===== src/rtl/led_pkg.sv =====
// Shared constants and helpers for the LED fader.
// No ports. It provides the default channel count and brightness width,
// and level_max(w), the full-scale brightness for a w-bit level register.
package led_pkg;

   localparam int unsigned LED_NLEDS   = 8;
   localparam int unsigned LED_LEVEL_W = 4;

   // Full-scale brightness for a w-bit level register: 2^w - 1
   function automatic int unsigned level_max(input int unsigned w);
      return (32'd1 << w) - 32'd1;
   endfunction

endpackage


===== src/rtl/led_pwm_channel.sv =====
// One LED channel: a brightness register plus a PWM comparator.
// Ports:
//   clock        : system clock (posedge)
//   reset        : synchronous active-high reset
//   load_i       : jump to full brightness this cycle
//   decay_tick_i : step brightness down by one (ignored if load_i)
//   pwm_cnt_i    : shared free-running PWM frame counter
//   led_o        : registered PWM drive, high while level > pwm_cnt
module led_pwm_channel
   import led_pkg::*;
#(
   parameter int unsigned LEVEL_W = LED_LEVEL_W
) (
   input  logic               clock,
   input  logic               reset,
   input  logic               load_i,
   input  logic               decay_tick_i,
   input  logic [LEVEL_W-1:0] pwm_cnt_i,
   output logic               led_o
);

   localparam logic [LEVEL_W-1:0] LEVEL_MAX = LEVEL_W'(level_max(LEVEL_W));

   logic [LEVEL_W-1:0] level_q, level_d;
   logic               led_q;

   // Load has priority over decay; decay saturates at zero
   always_comb begin
      level_d = level_q;
      if (load_i) begin
         level_d = LEVEL_MAX;
      end else if (decay_tick_i && (level_q != '0)) begin
         level_d = level_q - LEVEL_W'(1);
      end
   end

   always_ff @(posedge clock) begin
      if (reset) begin
         level_q <= '0;
         led_q   <= 1'b0;
      end else begin
         level_q <= level_d;
         led_q   <= (level_q > pwm_cnt_i);
      end
   end

   assign led_o = led_q;

endmodule


===== src/rtl/led_fader.sv =====
// LED fader: lit pattern bits jump to full brightness, then fade stepwise.
// Ports:
//   clock   : system clock (posedge)
//   reset   : synchronous active-high reset
//   i_stb   : pattern-valid strobe; i_led is sampled only while high
//   i_led   : LED pattern from the walker
//   o_led   : registered PWM drive to the LED pins
//   o_frame : registered pulse, high during the cycle pwm_cnt == 0
module led_fader
   import led_pkg::*;
#(
   parameter int unsigned NLEDS        = LED_NLEDS,
   parameter int unsigned LEVEL_W      = LED_LEVEL_W,
   parameter int unsigned DECAY_PERIOD = 16
) (
   input  logic             clock,
   input  logic             reset,
   input  logic             i_stb,
   input  logic [NLEDS-1:0] i_led,
   output logic [NLEDS-1:0] o_led,
   output logic             o_frame
);

   localparam int unsigned        DECAY_W    = (DECAY_PERIOD > 1) ? $clog2(DECAY_PERIOD) : 1;
   localparam logic [LEVEL_W-1:0] PWM_LAST   = LEVEL_W'(level_max(LEVEL_W) - 32'd1);
   localparam logic [DECAY_W-1:0] DECAY_LAST = DECAY_W'(DECAY_PERIOD - 32'd1);

   logic [LEVEL_W-1:0] pwm_cnt_q, pwm_cnt_d;
   logic [DECAY_W-1:0] decay_cnt_q, decay_cnt_d;
   logic               frame_q;
   logic               frame_end_c;
   logic               decay_tick_c;

   assign frame_end_c  = (pwm_cnt_q == PWM_LAST);
   assign decay_tick_c = frame_end_c && (decay_cnt_q == DECAY_LAST);

   // PWM counter spans 0..MAX-1; decay counter advances once per frame
   always_comb begin
      pwm_cnt_d   = pwm_cnt_q + LEVEL_W'(1);
      decay_cnt_d = decay_cnt_q;
      if (frame_end_c) begin
         pwm_cnt_d   = '0;
         decay_cnt_d = (decay_cnt_q == DECAY_LAST) ? '0 : decay_cnt_q + DECAY_W'(1);
      end
   end

   always_ff @(posedge clock) begin
      if (reset) begin
         pwm_cnt_q   <= '0;
         decay_cnt_q <= '0;
         frame_q     <= 1'b0;
      end else begin
         pwm_cnt_q   <= pwm_cnt_d;
         decay_cnt_q <= decay_cnt_d;
         frame_q     <= frame_end_c;
      end
   end

   assign o_frame = frame_q;

   // One brightness channel per LED, all sharing the frame and decay timing
   for (genvar g = 0; g < int'(NLEDS); g++) begin : g_ch
      led_pwm_channel #(
         .LEVEL_W (LEVEL_W)
      ) u_ch (
         .clock        (clock),
         .reset        (reset),
         .load_i       (i_stb && i_led[g]),
         .decay_tick_i (decay_tick_c),
         .pwm_cnt_i    (pwm_cnt_q),
         .led_o        (o_led[g])
      );
   end

endmodule


===== config.mk =====
export PLATFORM = sky130hd
export DESIGN_NAME = led_fader
export DESIGN_NICKNAME = d
export VERILOG_FILES = /design/src/rtl/led_pkg.sv /design/src/rtl/led_pwm_channel.sv /design/src/rtl/led_fader.sv
export SDC_FILE = /design/constraint.sdc
export NUM_CORES = 1
export LEC_CHECK = 0
export CAP_MARGIN = 30
export CORE_UTILIZATION = 60
export CTS_BUF_LIST = sky130_fd_sc_hd__clkbuf_4 sky130_fd_sc_hd__clkbuf_8 sky130_fd_sc_hd__clkbuf_16
export DETAILED_ROUTE_END_ITERATION = 8
export GPL_ROUTABILITY_DRIVEN = 1
export PLACE_DENSITY = 0.81
export SYNTH_ARGS = -nofsm -noshare
export SYNTH_HDL_FRONTEND = slang
export SYNTH_SLANG_ARGS = --single-unit

===== constraint.sdc =====
create_clock -name clock -period 2.35 [get_ports clock]
set_clock_uncertainty 0.1 [all_clocks]
set_input_delay 0.47 -clock clock [delete_from_list [all_inputs] [get_ports clock]]
set_output_delay 0.47 -clock clock [all_outputs]
set_load 0.05 [all_outputs]

Word level (Yosys, flattened, before mapping). Index checks and enable logic that the tools add are counted.

$add $sub $neg: 10. Order comparisons: 8. Eq/ne operators: 2. Muxes and demuxes: 17. Reductions and logical operators: 34.

Operators by type and width (count): 4-bit 2-to-1 mux (17); 4-bit greater-than comparator (8); 4-bit nonzero test (8); 4-bit by 1-bit subtractor with 4-bit output (second input constant) (8); 1-bit logical AND (17); 2-bit nonzero test (8); 4-bit by 1-bit adder with 4-bit output (second input constant) (2); 4-bit == test (second input constant) (2); 2-bit OR reduction (1).

Register bits after elaboration: 49. Input bits: 11.

Logic depth before layout (Yosys ltp).
Word-level depth: 5. Gate-level depth with buffers: 7. Mapped depth without buffers: 5.

By module. From an unflattened synthesis, not the netlist that was laid out.

Cells, all modules: 339. Area, all modules: 2994.1 µm².

Modules (own cells, without submodules): led_pwm_channel (times used 8, cells an instance 36, area each 319.1 µm², sequential area each 100.1 µm²); led_fader (times used 1, cells an instance 51, area each 441.7 µm², sequential area each 180.2 µm²).

Worst setup path before layout. Ideal clock, no wire load.

Path kind: register to register. From: reg pwm_cnt_q[0]. To: reg g_ch[3].u_ch.level_q[0]. Arrival time: 1571 ps. Data required time: 2176 ps. Slack: 604 ps. Stages on the path, launching flop included: 7. Buffers on the path: 1. Clock period less this slack: 1746 ps. Cells stage by stage: dfxtp_1 inv_1 ha_1 nand3_2 buf_6 or4_1 a31oi_1.

Longest elaborated chain between the ends: 4.

Ends and longest elaborated chain: start, declared (line led_fader.sv:28) `logic [LEVEL_W-1:0] pwm_cnt_q, pwm_cnt_d;`; start signal, assigned (line led_fader.sv:53) `pwm_cnt_q <= pwm_cnt_d;`; 4-bit == test (line led_fader.sv:34) `assign frame_end_c = (pwm_cnt_q == PWM_LAST);`; 1-bit logical AND (line led_fader.sv:35) `assign decay_tick_c = frame_end_c && (decay_cnt_q == DECAY_LAST);`; 1-bit logical AND (line led_pwm_channel.sv:32) `end else if (decay_tick_i && (level_q != '0)) begin`; 2-bit nonzero test (no line); end signal, assigned (line led_pwm_channel.sv:42) `level_q <= level_d;`; end, declared (line led_pwm_channel.sv:24) `logic [LEVEL_W-1:0] level_q, level_d;`.

Every way passes these cells. A chain may end at the register's enable or synchronous reset.

Final worst setup path.
From: reg pwm_cnt_q[1]. To: reg g_ch[6].u_ch.level_q[0].

Longest elaborated chain between the ends: 4.

Ends and longest elaborated chain (line): 4-bit == test (led_fader.sv:34); 1-bit logical AND (led_fader.sv:35); 1-bit logical AND (led_pwm_channel.sv:32); 2-bit nonzero test (no line); end signal, assigned (led_pwm_channel.sv:42); end, declared (led_pwm_channel.sv:24).

Every way passes these cells.

==> summary.md <==
| Metric | Value |
|---|---|
| Final worst path period need | 2.11 ns |
| Cells along the critical path | ha_1, nand3_2, or4_1, a31oi_1 |
| Placeable Area | 0.00514 sq mm |
| CP bufs+invs | 0 |
| Most used DFF post-synth | dfxtp_1 |
| EDFF count, synth | 0 |
| Max VDD drop | 0.324 mV |
| DRC Markers | 0 |
| Distinct cells, synth | 37 |
| Syn nets | 424 |
| GPL Wtd Cong | 0.795 |
| First-pass iteration count of the detailed router | 4 |
| F_max | 475 MHz |
| Slew HR | 0.663 |
| WL final | 7.35 mm |
| Share of cells above drive strength 1 | 0.0553 |
| Final Net Count | 433 |
| DR WL/cell | 16.3 microns |
| Die area | 0.00564 sq mm |
| Syn Area/Cell | 8.66 sq um |
| CTS tree | yes |
| Post-synth ARST share | 0 |
| N_diodes | 0 |
| Num ports | 20 |
| Remaining antenna violation count | 0 |
| Post-Place Worst Slack | 0.328 ns |
| Die Ht | 75.1 microns |
| Clk_lat worst skew | 0.31 ns |
| Power Density | 593 mW/mm^2 |
| Crit path max fanout | 26 |
| Leak | 1.39 nW |
| CP peak stage delay | 0.67 ns |
| Worst Tran Pin Value | 0.503 ns |
| CTS root buffer | clkbuf_8 |
| Fin cells | 450 |
| First-pass GRT wire length | 12.0 mm |
| Fin crit share | 0.896 |
| CTS Buffer Depth | 2 |
| Syn Inst Count | 370 |
| Area delta synth->final | 9.61% |
| Worst setup path class | reg -> reg |
| Top delay family on crit path | simple AND/OR/NAND/NOR gates |
| Post-synthesis register bit count | 49 |
| Final setup TNS | 0 ns |
| Post-CTS setup buffers | 0 |
| Detail Placement HPWL | 4.96 mm |
| Mapped Area | 0.00320 sq mm |
| Via density | 6.46 |
| Congestion Overflow GR | 0 |
| Cell total after placement | 442 |
| Vias in the first global route | 2679 |
| Seq/Total Area, Yosys | 0.306 |
| Clock sink count | 49 |
| Crit end category | flip-flop |
| Total track usage | 0.279 |
| Max-cap violation count | 0 |
| Count of final max-slew check failures | 0 |
| PnR worst setup slack | 0.244 ns |
| Starting Density | 0.623 |
| Initial antenna violation count | 0 |
| Cell row count | 26 |
| Clock H-tree levels | 2 |
| Worst path slowest cell | or4_1 |
| Crit path launch type | flip-flop |
| Critical Path RT | 2.48 ns |
| WP data arrival | 2.24 ns |
| Run status | complete, no violations |
| Worst hold path type | reg -> reg |
| Hold-fix buffers, CTS | 0 |
| Largest net degree at the start of global routing | 50 |
| Iter 0 DRT Violations | 177 |
| R2r setup slk | 0.24 ns |
| Count of final hold-check violations | 0 |
| Post-CTS sizing | 0 |
| RSZ-0062 raised after global routing | no |
| CTS Buf Count | 5 |
| Synth warnings | 0 |
| Routed vias | 2909 |
| Port Buffers | 19 |
| Width of the die | 75.1 microns |
| Clock transition at the registers of the reported paths | 0.09 ns |
| Setup violators final | 0 |
-- layout make-up --
type                    instances  area [sq um]
multi-input cells             266          1960
fillers                       473          1630
flip-flops and latches         49           981
repair buffers                 30           285
inverters                      27           101
clock buffers                   7          96.3
well taps                      70          87.6
clock inverters                 1          5.00
-- metrics by stage --
step,instance area (sq um),util,total power [mW],hold WS (ns)
floorplan,3200,-,1.41,0.366
global placement,3410,0.664,1.52,0.381
detailed placement,3410,0.664,1.54,0.403
CTS,3510,0.683,2.09,0.417
global route,3510,0.683,2.20,0.450
finish,3510,0.683,2.08,0.418
-- tightest hold or removal path, cell delays in order (launching register included) --
cell	delay, ns
dfxtp_1	0.35
nand2_1	0.07
a21oi_1	0.05
-- report_power, final --
part	internal, mW	total, mW	switching, mW
Clock	0.267	0.555	0.289
Combinational	0.246	0.568	0.322
Sequential	0.896	0.959	0.0627
-- flip-flops by register name, summed over array words and instances, names as in the netlist --
signal	count
g_ch.u_ch.level_q	32
pwm_cnt_q	4
g_ch.u_ch.led_o	8
decay_cnt_q	4
o_frame	1
-- metal layers --
layer | track usage | vias up | wire, microns
li1 | - | 1441 | -
met1 | 0.354 | 1385 | 3370
met2 | 0.468 | 75 | 3440
met3 | 0.0482 | 8 | 415
met4 | 0.119 | 0 | 114
met5 | 0 | - | 0
-- logic make-up after synthesis --
group / count (synthesis) / share of synthesized area
xor+xnor: 3 / 0.00820
simple gates: 99 / 0.179
buf+inv: 55 / 0.0836
flops: 49 / 0.306
fa+ha+maj: 43 / 0.168
compound gates: 121 / 0.255
-- Yosys cell counts (all sizes together), types with 5 or more instances --
cell type,instances,share of area
a21oi,43,0.067
a221oi,13,0.036
a31oi,12,0.023
a41oi,5,0.014
and3,15,0.029
buf,20,0.043
clkbuf,8,0.0094
dfxtp,49,0.31
ha,43,0.17
inv,27,0.032
nand2,19,0.022
nand3,11,0.023
nand4,9,0.018
nor2b,7,0.014
nor3,12,0.019
nor3b,8,0.019
nor4,5,0.0098
o21ai,8,0.012
o311a,8,0.025
o31ai,11,0.026
or4,8,0.019
-- placed cells by master, fill, tap and decap left out, drive strengths merged, types with 2 or more instances in the layout --
cell type      netlist  routed
nor3b                8       8
o21ai                8       8
a41oi                5       5
or4                  8       8
a31oi               12      12
o31ai               11      11
nand4                9       9
nor3                12      12
ha                  43      43
xnor2                2       2
nand2               19      19
o311a                8       8
o22ai                4       4
o2111ai              2       2
dfxtp               49      49
o21a                 4       4
o211ai               4       4
nor2                 4       4
a21oi               43      43
nor2b                7       7
nor4                 5       5
buf                 20      11
nand3               11      11
a311oi               2       2
a221oi              13      13
a41o                 4       4
and3                15      15
clkdlybuf4s50        0      19
clkbuf               8       7
inv                 27      27
-- path summary, 6_finish.rpt --
kind / start / endpoint / cells after the start
setup / recovery: pwm_cnt_q[1] / g_ch[6].u_ch.level_q[0] / 4
hold / removal: decay_cnt_q[1] / decay_cnt_q[1] / 2
setup reg to reg: pwm_cnt_q[1] / g_ch[6].u_ch.level_q[0] / 4
hold reg to reg: decay_cnt_q[1] / decay_cnt_q[1] / 2
No activity file was read; power rests on OpenSTA's default activity.
